<file path="src/rtl/icache_fill.sv">
// Direct-mapped instruction cache with two-word blocks and a critical-path-free hit.
// A miss latches its block address and fills word0 then word1 from the memory controller.
module icache_fill #(
  parameter int SETS = 8,
  parameter int BLKW = 2
) (
  input  logic        CLK,
  input  logic        RST,
  input  logic        imemREN,
  input  logic [31:0] imemaddr,
  input  logic        flush,
  output logic        ihit,
  output logic [31:0] imemload,
  output logic        iREN,
  output logic [31:0] iaddr,
  input  logic        iwait,
  input  logic [31:0] iload
);

  localparam int IW = $clog2(SETS);
  localparam int TW = 32 - 3 - IW;

  typedef enum logic [1:0] {IDLE, FETCH0, FETCH1} state_t;

  state_t          state, next;
  logic [SETS-1:0] valid;
  logic [TW-1:0]   tags [SETS];
  logic [31:0]     data [SETS][BLKW];
  logic [TW-1:0]   miss_tag;
  logic [IW-1:0]   miss_idx;

  logic [TW-1:0]   req_tag;
  logic [IW-1:0]   req_idx;
  logic            req_off;
  logic            lookup;
  logic            unused_ok;

  assign req_tag   = imemaddr[31:IW+3];
  assign req_idx   = imemaddr[IW+2:3];
  assign req_off   = imemaddr[2];
  assign unused_ok = &{1'b0, imemaddr[1:0]};
  assign lookup    = valid[req_idx] && (tags[req_idx] == req_tag);

  always_ff @(posedge CLK) begin
    if (RST || flush) begin
      state <= IDLE;
    end else begin
      state <= next;
    end
  end

  always_comb begin
    next = state;
    case (state)
      IDLE:    if (imemREN && !lookup && !flush) next = FETCH0;
      FETCH0:  if (!iwait) next = FETCH1;
      FETCH1:  if (!iwait) next = IDLE;
      default: next = IDLE;
    endcase
  end

  always_comb begin
    ihit     = 1'b0;
    imemload = '0;
    iREN     = 1'b0;
    iaddr    = '0;
    if (!RST) begin
      case (state)
        IDLE: begin
          ihit = imemREN && lookup && !flush;
          if (ihit) imemload = data[req_idx][req_off];
        end
        FETCH0: begin
          iREN  = 1'b1;
          iaddr = {miss_tag, miss_idx, 3'b000};
        end
        FETCH1: begin
          iREN  = 1'b1;
          iaddr = {miss_tag, miss_idx, 3'b100};
        end
        default: ;
      endcase
    end
  end

  // Valid is dropped when the fill starts so a half-written frame can never hit;
  // flush/reset take priority over any capture on the same edge.
  always_ff @(posedge CLK) begin
    if (RST || flush) begin
      valid <= '0;
    end else begin
      case (state)
        IDLE: begin
          if (next == FETCH0) begin
            valid[req_idx] <= 1'b0;
            miss_tag       <= req_tag;
            miss_idx       <= req_idx;
          end
        end
        FETCH0: begin
          if (!iwait) data[miss_idx][1'b0] <= iload;
        end
        FETCH1: begin
          if (!iwait) begin
            data[miss_idx][1'b1] <= iload;
            tags[miss_idx]       <= miss_tag;
            valid[miss_idx]      <= 1'b1;
          end
        end
        default: ;
      endcase
    end
  end

endmodule

</file>
<file path="config.mk">
export PLATFORM = sky130hd
export DESIGN_NAME = icache_fill
export DESIGN_NICKNAME = d
export VERILOG_FILES = /design/src/rtl/icache_fill.sv
export SDC_FILE = /design/constraint.sdc
export NUM_CORES = 1
export LEC_CHECK = 0
export ABC_AREA = 1
export CORE_ASPECT_RATIO = 0.6
export CORE_MARGIN = 2
export CORE_UTILIZATION = 30
export CTS_CLUSTER_DIAMETER = 50
export CTS_CLUSTER_SIZE = 8
export DETAILED_ROUTE_END_ITERATION = 7
export PLACE_DENSITY = 0.56
export SLEW_MARGIN = 20
export SYNTH_ARGS = -nofsm -noshare
export SYNTH_HDL_FRONTEND = slang
export SYNTH_SLANG_ARGS = --single-unit
</file>
<file path="constraint.sdc">
create_clock -name CLK -period 11.3 [get_ports CLK]
set_clock_uncertainty 0.2 [all_clocks]
set_input_delay 3.39 -clock CLK [delete_from_list [all_inputs] [get_ports CLK]]
set_output_delay 3.39 -clock CLK [all_outputs]
set_load 0.01 [all_outputs]
</file>
## Yosys cells after proc, flatten, opt, wreduce, memory -nomap -nowiden

Memory sizes are Yosys's and may differ from the RTL's.
Cells that the tools add are included.

| operators by class | value |
|---|---|
| order comparisons | 5 |
| equal/unequal tests | 6 |
| multiplexer cells | 32 |
| bitwise operators | 5 |
| reduce and logical (&&, ||, !) cells | 15 |

Operator list:

| kind | count |
|---|---|
| $mux W32 | 7 |
| $pmux W32 S2 | 1 |
| $eq A26 B26 Y1 | 1 |
| $mux W8 | 2 |
| $pmux W8 S2 | 1 |
| $mux W1 | 14 |
| $and A8 B8 Y8 | 1 |
| $lt A3 B4 Y1 const B | 2 |
| $not A8 Y8 | 1 |
| $or A8 B8 Y8 | 1 |
| $logic_and A1 B1 Y1 | 7 |
| $demux W1 S3 | 2 |
| $ge A3 B1 Y1 const B | 2 |
| $mux W2 | 3 |
| $pmux W2 S3 | 1 |
| $reduce_and A3 Y1 | 2 |
| $eq A2 B1 Y1 const B | 2 |
| $ne A2 B2 Y1 const B | 2 |
| $bmux W1 S3 | 1 |
| $eq A2 B2 Y1 const B | 1 |
| $ge A2 B2 Y1 const B | 1 |
| $logic_not A1 Y1 | 2 |
| $logic_not A2 Y1 | 1 |
| $not A1 Y2 | 1 |
| other kinds (4) | 4 |

| storage, ports and cells | value |
|---|---|
| register bits | 39 |
| bits in writable memories | 720 |
| input bits | 69 |
| output and inout port bits | 66 |
| logic and storage cells | 69 |
| memories | 2 |

Memory list:

| memory | depth | width | read ports | clocked after memory_dff | wr ports | line | source |
|---|---|---|---|---|---|---|---|
| data | 8 | 64 | 1 | 0 | 1 | 28 | `logic [31:0] data [SETS][BLKW];` |
| tags | 8 | 26 | 1 | 0 | 1 | 27 | `logic [TW-1:0] tags [SETS];` |

## Depth between registers and ports, before layout

| logic depth | value |
|---|---|
| depth in word-level cells | 11 |
| gate-level depth with buffers | 24 |
| gate-level depth less buffers | 22 |

## Worst setup path after synthesis

Ideal clock, no wire load.

| path | value |
|---|---|
| path type | input-to-output |
| from | in imemaddr[3] |
| to | out imemload[22] |
| data arrival time | 5220 ps |
| data required time | 7710 ps |
| path slack | 2490 ps |
| stages | 15 |
| path buffers | 4 |
| cells stage by stage | buf_6 -> buf_6 -> buf_6 -> o211ai_1 -> nand2_1 -> nor2_1 -> nand2_1 -> nand2_1 -> nand2_1 -> nor3b_1 -> nand4_1 -> nor4_2 -> nand4_2 -> buf_2 -> nor2_2 |

| between the ends | value |
|---|---|
| word-level cells in the longest chain between the ends | 8 |
| elaborated cells on any way between the ends | 14 |
| those cells by class | eq/ne (1); mux (8); reduce/logical (3); memory (2) |

Ends and longest elaborated chain:

| what | line | source |
|---|---|---|
| from (decl) | 10 | `input logic [31:0] imemaddr,` |
| $mem_v2 Z8 W26 or $bmux W1 S3 (tied branches) | n/a |  |
| $eq A26 B26 Y1 or $mux W1 (tied branches) | 42 | `assign lookup = valid[req_idx] && (tags[req_idx] == req_tag);` |
| $logic_and A1 B1 Y1 | 42 |  |
| $logic_and A1 B1 Y1 (2 in series) | 70 | `ihit = imemREN && lookup && !flush;` |
| $mux W32 * | 71 | `if (ihit) imemload = data[req_idx][req_off];` |
| $mux W32 * | 68 | `case (state)` |
| $mux W32 * | 67 | `if (!RST) begin` |
| to (decl) | 13 | `output logic [31:0] imemload,` |

Mark *: on every way between the ends. The rest lies on a longest branch, timed or not. The select of a mux whose other input is x is not followed.

## Worst setup path in the final report

| path | value |
|---|---|
| from | in imemaddr[4] |
| to | out imemload[19] |

Same word-level chain as after synthesis.

==> qor.txt <==
Starting utilization of the core area = 0.303
Fraction of synthesized cell area in xor and xnor cells = 0
Number of nets in the layout = 2490
Pwr per Cell Area = 174 nW/um2
Remaining global-route overflow = 0
Cell total after placement = 3626
Total negative setup slack = 0 ps
Mux cell area share after synthesis = 0
Maximum buffer depth of the clock tree = 3
Worst R2R Setup Slack = 7140 ps
RSZ-0062 raised after global routing = no
Final Routed Wirelength = 84.5 mm
Overall routing resource usage = 0.163
Highest clock rate = 91.6 MHz
Dominant cell type by area after synthesis = sky130_fd_sc_hd__edfxtp_1
Non-filler instance count after layout = 3755
Net load switching power = 0.00131 W
Area fraction of the dominant cell type after synthesis = 0.754
WS Path Type = input port to primary output
Post-Synth Simple-Gate Area = 0.111
Max-capacitance violation count = 0
Number of top-level pins = 135
Part of the power in combinational logic = 0.045
CTS tree = done
Yosys synthesis warning count = 0
Count of vias placed by the detailed router = 18500
Most frequently used flop master after synthesis = sky130_fd_sc_hd__edfxtp_1
Synthesized-area fraction occupied by adder cells = 0.00168
Worst slew margin relative to its limit = 0.259
Combinational family with the most area after synthesis = simple AND/OR/NAND/NOR gates
Arrival time at the worst endpoint = 7330 ps
Cell depth of the worst min-delay path = 2
Final max-slew violation count = 0
Switching power share of the total = 0.209
Tightest Hold Check Type = flop to flop
Max IR drop VDD = 0.114 mV
Clock transition at path regs = 50 ps
Sequential fraction of design power = 0.494
Worst hold path endpoint = valid[6]
Min cycle time layout = 10920 ps
Final routed wire length divided by cell count = 22.5 um
Clock network fraction of total power = 0.460
CP Capture Type = primary output
Horizontal extent of the die = 411 um
Count of H-tree levels built during CTS = 3
Vertical die dimension = 248 um
# Post-CTS Setup Buffers = 0
Mean cell area of the mapped netlist = 13.5 um2
# diodes = 0
Critical path data required time = 7710 ps
Capture point of the worst reg-to-reg path = tags[6][1]
Number of synthesized register bits = 759
Post-DP HPWL = 47.4 mm
Leakage component of the power = 12.5 nW
Share of synthesized flip-flops with an asynchronous set or reset = 0
Worst-Margin Slew = 1110 ps
Residual antenna-violating net count after detailed routing = 0
Number of distinct library cells after synthesis = 47
Most frequent cell after synthesis = sky130_fd_sc_hd__edfxtp_1
Count of mapped cells out of synthesis = 2209
Commonest cells in the synthesized netlist = sky130_fd_sc_hd__edfxtp_1, sky130_fd_sc_hd__nand2_1, sky130_fd_sc_hd__nor2_1
Clock Sink Count = 759
Filler cell count = 9219
Complex-gate fraction of the synthesized area = 0.0816
DRC = 0
Number of synthesized flops with an enable pin = 749
DRC violation total after the first TritonRoute iteration = 1735
Floorplan row count = 89
Vias in the first global route = 18200
Fraction of the cycle the final worst path needs = 0.966
Latest clock arrival within the worst-skew pair = 660 ps
Number of buffers created by CTS = 108
Maximum number of pins on one net before global-route repair = 105
Wire length of the first global-routing pass = 122 mm
Initial DRT Pass Iterations = 7
Cells on worst reg2reg path = 5
Number of hold buffers added after CTS = 0
Layout cell share with drive strength beyond 1 = 0.112
Final hold violations = 0
Antenna violations before repair = 2
Largest fanout of any net on the critical path = 33
Cts repair resizes = 0
Internal = 0.00496 W
Final setup vio count = 0
Routed via count divided by cell count = 4.94
Nature of the critical path startpoint = input port
Startpoint of the most critical hold path = valid[6]
Post-synthesis cell area = 29800 um2
Core region area = 98400 um2
Die area = 102000 um2
Final weighted congestion in routability-driven placement = 0.895
Reg2reg start = state[0]
Root Buffer = sky130_fd_sc_hd__clkbuf_16
Growth of design area from synthesis to finish = 21.1%
Count of port buffers added during placement = 130
Run status = completed
Sequential-to-total area share from yosys stat = 0.761
Dominant cells by area after synthesis = sky130_fd_sc_hd__edfxtp_1, sky130_fd_sc_hd__nand2_1, sky130_fd_sc_hd__o22ai_1
## area by class of cell
cell class / instances / area (um2) / area share
sequential: 759 / 22700 / 0.628
multi-input combinational: 1141 / 5980 / 0.165
clock buffer: 119 / 2790 / 0.0771
timing repair buffer: 205 / 2090 / 0.0578
tap: 1319 / 1650 / 0.0457
inverter: 202 / 766 / 0.0212
clock inverter: 10 / 173 / 0.00478
## kinds of logic (layout without fill, tap and decap cells)
group	count (synthesis)	after routing
and+or+nand+nor	781	781
adders and majority gates	4	4
buffers and inverters	310	536
other	1	2
DFF	759	759
AOI/OAI and AO/OA	354	354
## critical path: stages
cell,delay [ps]
sky130_fd_sc_hd__clkdlybuf4s50_1,860
sky130_fd_sc_hd__inv_4,150
sky130_fd_sc_hd__nor2_8,400
sky130_fd_sc_hd__o211ai_1,160
sky130_fd_sc_hd__nand2_1,110
sky130_fd_sc_hd__o21ai_0,70
sky130_fd_sc_hd__nand2_1,220
sky130_fd_sc_hd__nand2_1,80
sky130_fd_sc_hd__nor3b_1,190
sky130_fd_sc_hd__nand4_1,140
sky130_fd_sc_hd__nor4_2,300
sky130_fd_sc_hd__nand4_4,160
sky130_fd_sc_hd__buf_12,230
sky130_fd_sc_hd__nor2_1,240
sky130_fd_sc_hd__clkdlybuf4s50_1,590
## power groups by stage
stage	clock network [W]	logic [W]	registers (W)
finish	0.00289	0.000284	0.00310
global route	0.00307	0.000307	0.00310
CTS	0.00294	0.000283	0.00310
detailed placement	0	0.000282	0.00315
global placement	0	0.000276	0.00315
floorplan	0	0.000145	0.00315
## sequential cells by signal, summed over array words and instances, names as in the netlist
| signal | flops |
|---|---|
| state | 2 |
| tags | 208 |
| valid | 8 |
| miss_idx | 3 |
| data | 512 |
| miss_tag | 26 |
## placed cells by master, fill, tap and decap left out, types with 10 or more instances in the layout
cell,n
sky130_fd_sc_hd__dfxtp_1,10
sky130_fd_sc_hd__o21ai_0,29
sky130_fd_sc_hd__or2_1,12
sky130_fd_sc_hd__clkbuf_16,110
sky130_fd_sc_hd__nand2_1,375
sky130_fd_sc_hd__buf_4,58
sky130_fd_sc_hd__nor2_4,17
sky130_fd_sc_hd__o22ai_1,179
sky130_fd_sc_hd__clkdlybuf4s50_1,128
sky130_fd_sc_hd__nor2_1,202
sky130_fd_sc_hd__nand2_2,16
sky130_fd_sc_hd__nor3_1,15
sky130_fd_sc_hd__o221ai_1,26
sky130_fd_sc_hd__nand3_1,95
sky130_fd_sc_hd__nor4_1,10
sky130_fd_sc_hd__buf_12,17
sky130_fd_sc_hd__edfxtp_1,749
sky130_fd_sc_hd__o21bai_1,14
sky130_fd_sc_hd__o41ai_1,55
sky130_fd_sc_hd__inv_1,195
sky130_fd_sc_hd__a21oi_1,13
## how the worst max path moves through the flow
stage / cells after the start / endpoint / start / slack, ps
floorplan: 15 / imemload[22] / imemaddr[3] / 2490
global placement: 15 / imemload[19] / imemaddr[5] / 450
detailed placement: 15 / imemload[19] / imemaddr[4] / 390
CTS: 15 / imemload[19] / imemaddr[4] / 370
global route: 15 / imemload[19] / imemaddr[4] / 9
finish: 15 / imemload[19] / imemaddr[4] / 380
## metrics by stage
| step | util | area (um2) | power [W] | worst slack (ps) | hold slack (ps) |
|---|---|---|---|---|---|
| floorplan | - | 29800 | 0.00330 | 2490 | 258 |
| global route | 0.367 | 36100 | 0.00648 | 9.22 | 311 |
| finish | 0.367 | 36100 | 0.00627 | 383 | 283 |
| detailed placement | 0.337 | 33200 | 0.00344 | 388 | 274 |
| global placement | 0.337 | 33100 | 0.00343 | 449 | 268 |
| CTS | 0.367 | 36100 | 0.00633 | 372 | 281 |
## routing by layer
layer  part of all wire  wire length [um]  GRT usage  vias to the layer above
met2               0.45             38200      0.255                      631
met5            0.00015                13          0                        -
met1               0.46             39300      0.231                     9345
met4              0.019              1650     0.0398                        2
met3              0.063              5360     0.0348                      127
li1                   -                 -          -                     8436
Note: power is estimated with default switching activity, not from simulation.
